--- src/rtl/jio_ctrl.sv ---
`timescale 1ns/1ps
// IO controller for the JCSCPU: decodes CU IO strobes, owns the TTY/LED registers,
// exposes switches and a key-event FIFO on the shared CPU IO port.
module jio_ctrl #(
  parameter int unsigned FIFO_DEPTH = 4,
  parameter int unsigned NUM_BTN    = 4
) (
  input  logic               CLK,
  input  logic               reset,
  input  logic               io_s,
  input  logic               io_e,
  input  logic               io_da,
  input  logic               io_io,
  input  logic [7:0]         bus_in,
  output logic [7:0]         bus_out,
  input  logic [15:0]        sw,
  input  logic [NUM_BTN-1:0] btn_evt,
  output logic [7:0]         tty_out,
  output logic [7:0]         led_out,
  output logic [7:0]         dev_addr,
  output logic [3:0]         key_count
);

  localparam int unsigned PW = $clog2(FIFO_DEPTH);
  localparam int unsigned CW = 4;

  logic          wr, wr_q, wr_blk, wr_pulse;
  logic          rd, rd_q, rd_fall;
  logic [PW-1:0] wp, rp;
  logic [CW-1:0] count;
  logic          overflow, fifo_full, fifo_empty;
  logic [7:0]    mem [FIFO_DEPTH];
  logic [7:0]    push_code;
  logic          push_req, do_push, do_pop, ovf_set, ovf_clr;

  // wr_blk suppresses a strobe that was already high when reset released
  assign wr       = io_s & io_io;
  assign wr_pulse = wr & ~wr_q & ~wr_blk;
  assign rd       = io_e & ~io_da & ~io_io & ~wr;
  assign rd_fall  = rd_q & ~rd;

  assign fifo_full  = (count == CW'(FIFO_DEPTH));
  assign fifo_empty = (count == '0);
  assign key_count  = count;

  // Lowest set event bit wins
  always_comb begin
    push_code = '0;
    for (int i = int'(NUM_BTN) - 1; i >= 0; i--)
      if (btn_evt[i]) push_code = 8'(i + 1);
  end

  assign push_req = |btn_evt;
  assign do_pop   = rd_fall & (dev_addr == 8'd4) & ~fifo_empty;
  assign do_push  = push_req & (~fifo_full | do_pop);
  assign ovf_set  = push_req & fifo_full & ~do_pop;
  assign ovf_clr  = rd_fall & (dev_addr == 8'd5);

  always_comb begin
    bus_out = '0;
    if (rd) begin
      case (dev_addr)
        8'd0:    bus_out = tty_out;
        8'd1:    bus_out = led_out;
        8'd2:    bus_out = sw[7:0];
        8'd3:    bus_out = sw[15:8];
        8'd4:    bus_out = fifo_empty ? 8'h00 : mem[rp];
        8'd5:    bus_out = {overflow, fifo_full, fifo_empty, 1'b0, count};
        default: bus_out = '0;
      endcase
    end
  end

  always_ff @(posedge CLK) begin
    if (reset) begin
      wr_q     <= 1'b0;
      wr_blk   <= wr;
      rd_q     <= 1'b0;
      dev_addr <= '0;
      tty_out  <= '0;
      led_out  <= '0;
      wp       <= '0;
      rp       <= '0;
      count    <= '0;
      overflow <= 1'b0;
    end else begin
      wr_q <= wr;
      rd_q <= rd;
      if (!wr) wr_blk <= 1'b0;
      if (wr_pulse && io_da) dev_addr <= bus_in;
      if (wr_pulse && !io_da) begin
        case (dev_addr)
          8'd0:    tty_out <= bus_in;
          8'd1:    led_out <= bus_in;
          default: ;
        endcase
      end
      if (do_push) wp <= wp + PW'(1);
      if (do_pop)  rp <= rp + PW'(1);
      if (do_push && !do_pop)      count <= count + CW'(1);
      else if (!do_push && do_pop) count <= count - CW'(1);
      if (ovf_set)      overflow <= 1'b1;
      else if (ovf_clr) overflow <= 1'b0;
    end
  end

  // Storage needs no reset: entries are only read while counted valid
  always_ff @(posedge CLK) begin
    if (do_push) mem[wp] <= push_code;
  end

endmodule

--- config.mk ---
export PLATFORM = sky130hd
export DESIGN_NAME = jio_ctrl
export DESIGN_NICKNAME = d
export VERILOG_FILES = /design/src/rtl/jio_ctrl.sv
export SDC_FILE = /design/constraint.sdc
export NUM_CORES = 1
export LEC_CHECK = 0
export ABC_AREA = 0
export CAP_MARGIN = 20
export CORE_AREA = 3 3 86 80
export CTS_CLUSTER_SIZE = 24
export DETAILED_ROUTE_END_ITERATION = 8
export DIE_AREA = 0 0 89 83
export MAX_ROUTING_LAYER = met4
export PLACE_DENSITY = 0.73
export SETUP_SLACK_MARGIN = 0.3
export SYNTH_ARGS = -nofsm -noshare
export SYNTH_HDL_FRONTEND = slang
export SYNTH_SLANG_ARGS = --single-unit
--- constraint.sdc ---
create_clock -name CLK -period 3.1 [get_ports CLK]
set_input_delay 0.93 -clock CLK [delete_from_list [all_inputs] [get_ports CLK]]
set_output_delay 0.93 -clock CLK [all_outputs]
set_load 0.01 [all_outputs]
# [Yosys cells after proc, flatten, opt, wreduce, memory -nomap -nowiden]
# Memories as Yosys holds them, arrays and structs flattened. A register that Yosys moved wholly into a read port is not among the register bits.
# Index checks and enable logic that the tools add are counted.
[classes] eq_ne=7 muxes=17 reduce_logical=14 n_bitwise=23 addsub=4
[op_table] op="one-hot mux 8 bit (6 select lines)" n=1
[op_table] op="two-way mux 8 bit" n=5
[op_table] op="== test 8 x 2 -> 1 bit (second input constant)" n=2
[op_table] op="== test 8 x 3 -> 1 bit (second input constant)" n=2
[op_table] op="AND 1 bit" n=13
[op_table] op="NOT 1 bit" n=9
[op_table] op="== test 8 x 1 -> 1 bit (second input constant)" n=1
[op_table] op="zero test 8 bit" n=1
[op_table] op="two-way mux 4 bit" n=2
[op_table] op="two-way mux 1 bit" n=6
[op_table] op="adder 2 x 1 -> 2 bit (second input constant)" n=2
[op_table] op="adder 4 x 1 -> 4 bit (second input constant)" n=1
[op_table] op="== test 4 x 3 -> 1 bit (second input constant)" n=1
[op_table] op="logical AND 1 bit" n=4
[op_table] op="zero test 4 bit" n=1
[op_table] op="two-way mux 2 bit" n=2
[op_table] op="AND reduction 2 bit" n=2
[op_table] op="nonzero test 2 bit" n=2
[op_table] op="OR reduction 4 bit" n=1
[op_table] op="subtractor 4 x 1 -> 4 bit (second input constant)" n=1
[op_table] op="zero test 1 bit" n=3
[op_table] op="two-way mux 3 bit" n=1
[op_table] op="!= test 2 bit (second input constant)" n=1
[op_table] op="bitwise OR 1 bit" n=1
[totals] elab_cells=76 reg_bits=36 inputBits=34 out_inout_bits=36 ramBits=32 n_memories=1
[mem_list] name="mem" words=4 word_bits=8 rd=1 rd_ports_with_merged_regs=1 wr=1 line_no="32" rtl="logic [7:0] mem [FIFO_DEPTH];"

# [Longest topological paths before layout]
[logic_depth] depth_word=14 ltp_mapped=12

# [Least setup slack after synthesis]
# Ideal clock, no wire load.
[synth_path] path_type="register to register" start="register dev_addr[4]" end="register count[3], in the netlist key_count[3]" required_time_ps=2979 stages_incl_launch_ff=12 arrival_time_ps=3205 path_slack_ps=-225 period_less_slack_ps=3325 setup_ps=121 path_cell_list="dfxtp_1 or4_1 buf_2 or4_4 o22ai_2 ha_1 inv_1 ha_1 a21o_1 a21oi_1 mux2i_1 mux2_2"
[synth_between] elab_chain_cells=8 word_cells_on_any_way=11
[synth_rtl] item="start: declaration" line_no="20" rtl="output logic [7:0] dev_addr,"
[synth_rtl] item="start signal: assignment" line_no="90" rtl="if (wr_pulse && io_da) dev_addr <= bus_in;"
[synth_rtl] item="== test 8 x 3 -> 1 bit (*)" line_no="54" rtl="assign do_pop = rd_fall & (dev_addr == 8'd4) & ~fifo_empty;"
[synth_rtl] item="AND 1 bit (*) (2 in series)" line_no="54"
[synth_rtl] item="bitwise OR 1 bit (*)" line_no="55" rtl="assign do_push = push_req & (~fifo_full | do_pop);"
[synth_rtl] item="AND 1 bit (*)" line_no="55"
[synth_rtl] item="net do_push" line_no="34" rtl="logic push_req, do_push, do_pop, ovf_set, ovf_clr;"
[synth_rtl] item="zero test 1 bit" line_no="101" rtl="else if (!do_push && do_pop) count <= count - CW'(1);"
[synth_rtl] item="logical AND 1 bit" line_no="101"
[synth_rtl] item="nonzero test 2 bit (no source line)"
[synth_rtl] item="end signal: assignment" line_no="100" rtl="if (do_push && !do_pop) count <= count + CW'(1);"
[synth_rtl] item="end signal: assignment" line_no="101"
[synth_rtl] item="end: declaration" line_no="30" rtl="logic [CW-1:0] count;"
# The timed path passes the listed nets; every way through them passes the cells marked *.
# A chain may end at the register's enable or synchronous reset.

# [Final worst setup path]
[layout_path] start="register dev_addr[7]" end="register count[3], in the netlist key_count[3]"
[layout_between] elab_chain_cells=8 word_cells_on_any_way=11
[layout_rtl] item="== test 8 x 3 -> 1 bit (*)" line_no="54"
[layout_rtl] item="AND 1 bit (*) (2 in series)" line_no="54"
[layout_rtl] item="bitwise OR 1 bit" line_no="55"
[layout_rtl] item="AND 1 bit" line_no="55"
[layout_rtl] item="zero test 1 bit" line_no="101"
[layout_rtl] item="logical AND 1 bit" line_no="101"
[layout_rtl] item="nonzero test 2 bit (no source line)"
# Mark *: on every way between the ends. The rest lies on a longest branch, timed or not.

==> flow_metrics.py <==
metrics = {
    "min_path": {
        "hold_path_depth": 2,
        "worst_hold_path_type": "reg -> reg",
        "worstHoldEndpoint": "led_out[1]",
        "min_from": "led_out[1]",
    },
    "worst_setup_path": {
        "worst_r2r_path_depth": 11,
        "kind_of_launch_point_of_the_worst_setup_path": "flip-flop",
        "critical_path.endpoint_type": "flip-flop",
        "reg2reg_to": "key_count[3]",
        "crit_fanout": 4,
        "crit-reg2reg-launch": "dev_addr[7]",
        "worst-endpoint-required_ns": 3.30,
        "critical_path_arrival_ns": 3.29,
        "ff2ff_setup_slack_ns": 0.001,
        "criticalPathCategory": "reg -> reg",
    },
    "floorplan": {
        "initial_core_util_pct": 42.2,
        "fp-row-count": 27,
        "core_area_um2": 6050,
        "dieArea_um2": 7390,
        "die_width_um": 89,
        "die_y_um": 83,
        "design.portCount": 70,
    },
    "logic_synthesis": {
        "syn_area_um2": 2550,
        "ys_ff_latch": 50,
        "yosysUniqueCellTypes": 43,
        "asyncSetResetFlopFracSynth_pct": 0,
        "postSynth.topFlopCell": "sky130_fd_sc_hd__dfxtp_1",
        "synth_sequential_area_ratio_pct": 44.3,
        "synth_top_cell_area_share_pct": 29.0,
        "largest_cells_by_area_after_synthesis": "sky130_fd_sc_hd__dfxtp_1 (29%), sky130_fd_sc_hd__edfxtp_1 (15%), sky130_fd_sc_hd__a21oi_1 (6.7%), sky130_fd_sc_hd__nand3_1 (6.3%), sky130_fd_sc_hd__mux4_2 (6.2%)",
        "syn_warnings": 0,
        "synth_enable_flop_cells": 13,
        "cells_after_synthesis": 271,
        "synthesis.nets": 313,
        "synth.avg_cell_area_um2": 9.42,
        "synth.largest_area_cell": "sky130_fd_sc_hd__dfxtp_1",
    },
    "timing": {
        "final.period_utilization_pct": 100,
        "report.final.hold_viol_count": 0,
        "max_freq_mhz": 323,
        "post_route_skew_ns": 0.00862,
        "slew_violations": 0,
        "unrepaired_setup_endpoints_after_global_routing": "yes",
        "whs_ns": 0.495,
        "setup_viol": 0,
        "timing.slew.headroom_pct": 54.3,
        "worst_pin_slew_ns": 0.675,
        "layout_min_cycle_time_ns": 3.10,
    },
    "clocking": {
        "cts.path.max_buffers": 2,
        "clock-root-buffer": "sky130_fd_sc_hd__clkbuf_8",
        "worstSkewPairLatency_ns": 0.30,
        "hold_buffers": 0,
        "cts.htree.levels": 2,
        "cts.sinks": 50,
        "cts_tree": "yes",
        "cts.clk_slew.worst_paths_ns": 0.10,
        "cts_inserted_buffers": 5,
    },
    "global_routing": {
        "grt_usage_pct": 21.7,
        "grt_remaining_overflow": 0,
        "largest_net_degree_at_the_start_of_global_routing": 17,
        "grt_pass1_wl_um": 12200,
        "grt_pass1_vias": 2430,
        "antenna_found_initial": 0,
    },
    "placed_design": {
        "numPlacedInstances": 431,
        "hpwl_um": 5670,
        "place.port_buffers": 69,
        "place.gp.congestion": 0.890,
    },
    "final_layout": {
        "area_delta_synth_final_pct": 48.3,
        "final_core_util_pct": 62.6,
        "final_layout_size_suffix_gt1_share_pct": 28.1,
        "antenna_cells_inserted": 0,
        "fin_nets": 415,
        "finalNonFillerCells": 446,
    },
    "detailed_routing": {
        "avgViaCountPerCell": 5.55,
        "route.vias.total": 2476,
        "route.antenna.remaining_nets": 0,
        "routed_wirelength_um": 7530,
        "drc": 0,
        "drt-initial-drc-count": 185,
        "routed_wire_length_per_instance_um": 16.9,
        "detailedRoute.firstPassIterationCount": 5,
    },
    "power_and_ir_drop": {
        "p_leak_uw": 0.00139,
        "power_frac_seq_pct": 45.2,
        "report.power.total_uw": 1750,
        "intPower_uw": 1230,
        "vdd.ir_drop.worst_mv": 0.221,
        "power_frac_comb_pct": 32.1,
        "power_per_cell_area_nw_per_um2": 462,
        "switching_share_pct": 29.9,
        "clock_power_share_pct": 22.7,
        "switching_power_uw": 523,
    },
    "run": {
        "cap_violations": 0,
    },
    "outcome": {
        "run_status": "finished, final reports clean",
    },
}
[cell families after synthesis]
kind of cell / count (synthesis) / share of synthesized area (%)
xor gates and xnor gates: 2 / 0.686
DFF: 50 / 44.3
and+or+nand+nor: 100 / 21.1
adders and majority gates: 8 / 4.21
buffers and inverters: 24 / 3.58
muxes: 16 / 9.90
AOI/OAI and AO/OA: 71 / 16.3
[power by group through the flow]
stage               clock, uW  sequential [uW]  combinational (uW)
finish                    398              790                 561
global route              433              800                 622
floorplan                   0              822                 250
global placement            0              800                 504
CTS                       403              790                 535
detailed placement          0              805                 518
[cells in the final DEF, fill, tap and decap left out, drive strengths merged, types with 2 or more instances in the layout]
cell            n
buf            57
clkdlybuf4s50  48
dfxtp          37
a21oi          34
nand3          32
o21ai          19
nor2           19
nand2          14
edfxtp         13
mux4            7
dlygate4sd2     7
ha              7
a21o            6
clkbuf          6
inv             6
mux2i           5
nand2b          4
nor2b           4
mux2            4
and2            4
or4             4
nor4            4
a22oi           4
nand4b          3
nor4b           2
nand4           2
nor3            2
a22o            2
[worst max-delay path by stage]
stage           startpoint            to  slack (ns)  cells past startpoint
4_1_cts        dev_addr[7]  key_count[3]       -0.06                     10
3_5_place_dp         io_io    bus_out[5]       -0.80                      6
2_1_floorplan  dev_addr[5]  key_count[3]       -0.03                     11
5_1_grt        dev_addr[7]  key_count[3]       -0.12                     11
6_report       dev_addr[7]  key_count[3]       0.001                     11
3_3_place_gp         io_io    bus_out[5]       -0.79                      6
[routing by layer]
layer	wire length [um]	GRT usage, %
met1	3500	31.5
met2	3520	31.0
met3	414	3.37
met4	104	6.50
met5	0	-
[through the flow]
stage | TNS, ns | worst slack (ns) | cell area (um^2)
2_1_floorplan | -0.0259 | -0.0259 | 2630
3_3_place_gp | -6.78 | -0.786 | 3610
6_report | 0 | 0.00110 | 3790
5_1_grt | -0.294 | -0.119 | 3790
3_5_place_dp | -7.21 | -0.800 | 3610
4_1_cts | -0.0601 | -0.0601 | 3740
[repair_timing]
action,4_1_cts,5_1_grt
buffers inserted,5,2
pin swaps,16,8
resized for setup,70,7
endpoints found under the setup margin,11,11
[registers in the layout, summed over array words and instances (netlist names), named ones only]
name,cells
rp,2
led_out,8
overflow,1
key_count,4
mem,12
wp,2
rd_q,1
dev_addr,8
wr_blk,1
tty_out,8
wr_q,1
[synthesized netlist by cell type, types with 5 or more instances]
master and number:
sky130_fd_sc_hd__mux2i_1 5, sky130_fd_sc_hd__a21o_1 6, sky130_fd_sc_hd__ha_1 7, sky130_fd_sc_hd__nor2_1 19
sky130_fd_sc_hd__mux4_2 7, sky130_fd_sc_hd__inv_1 6, sky130_fd_sc_hd__o21ai_0 19, sky130_fd_sc_hd__edfxtp_1 13
sky130_fd_sc_hd__a21oi_1 34, sky130_fd_sc_hd__dfxtp_1 37, sky130_fd_sc_hd__clkbuf_1 17, sky130_fd_sc_hd__nand2_1 14
sky130_fd_sc_hd__nand3_1 32
[worst max-delay path: stages (launching register included)]
cell                      delay, ns
sky130_fd_sc_hd__dfxtp_2       0.33
sky130_fd_sc_hd__or4_4         0.57
sky130_fd_sc_hd__nor4_2        0.35
sky130_fd_sc_hd__buf_4         0.20
sky130_fd_sc_hd__nand3_1       0.13
sky130_fd_sc_hd__ha_4          0.20
sky130_fd_sc_hd__inv_4         0.07
sky130_fd_sc_hd__ha_4          0.19
sky130_fd_sc_hd__a21o_1        0.15
sky130_fd_sc_hd__a21oi_2       0.15
sky130_fd_sc_hd__mux2i_1       0.27
sky130_fd_sc_hd__mux2_2        0.36
[cell type report]
cell class	count	area, um^2
clock buffer	6	82.6
clock inverter	2	12.5
fill	513	2260
inverter	6	25.0
multi-input combinational	197	1460
sequential	50	1140
tap	72	90.1
timing repair buffer	113	977
(Power assumes the default switching activity.)
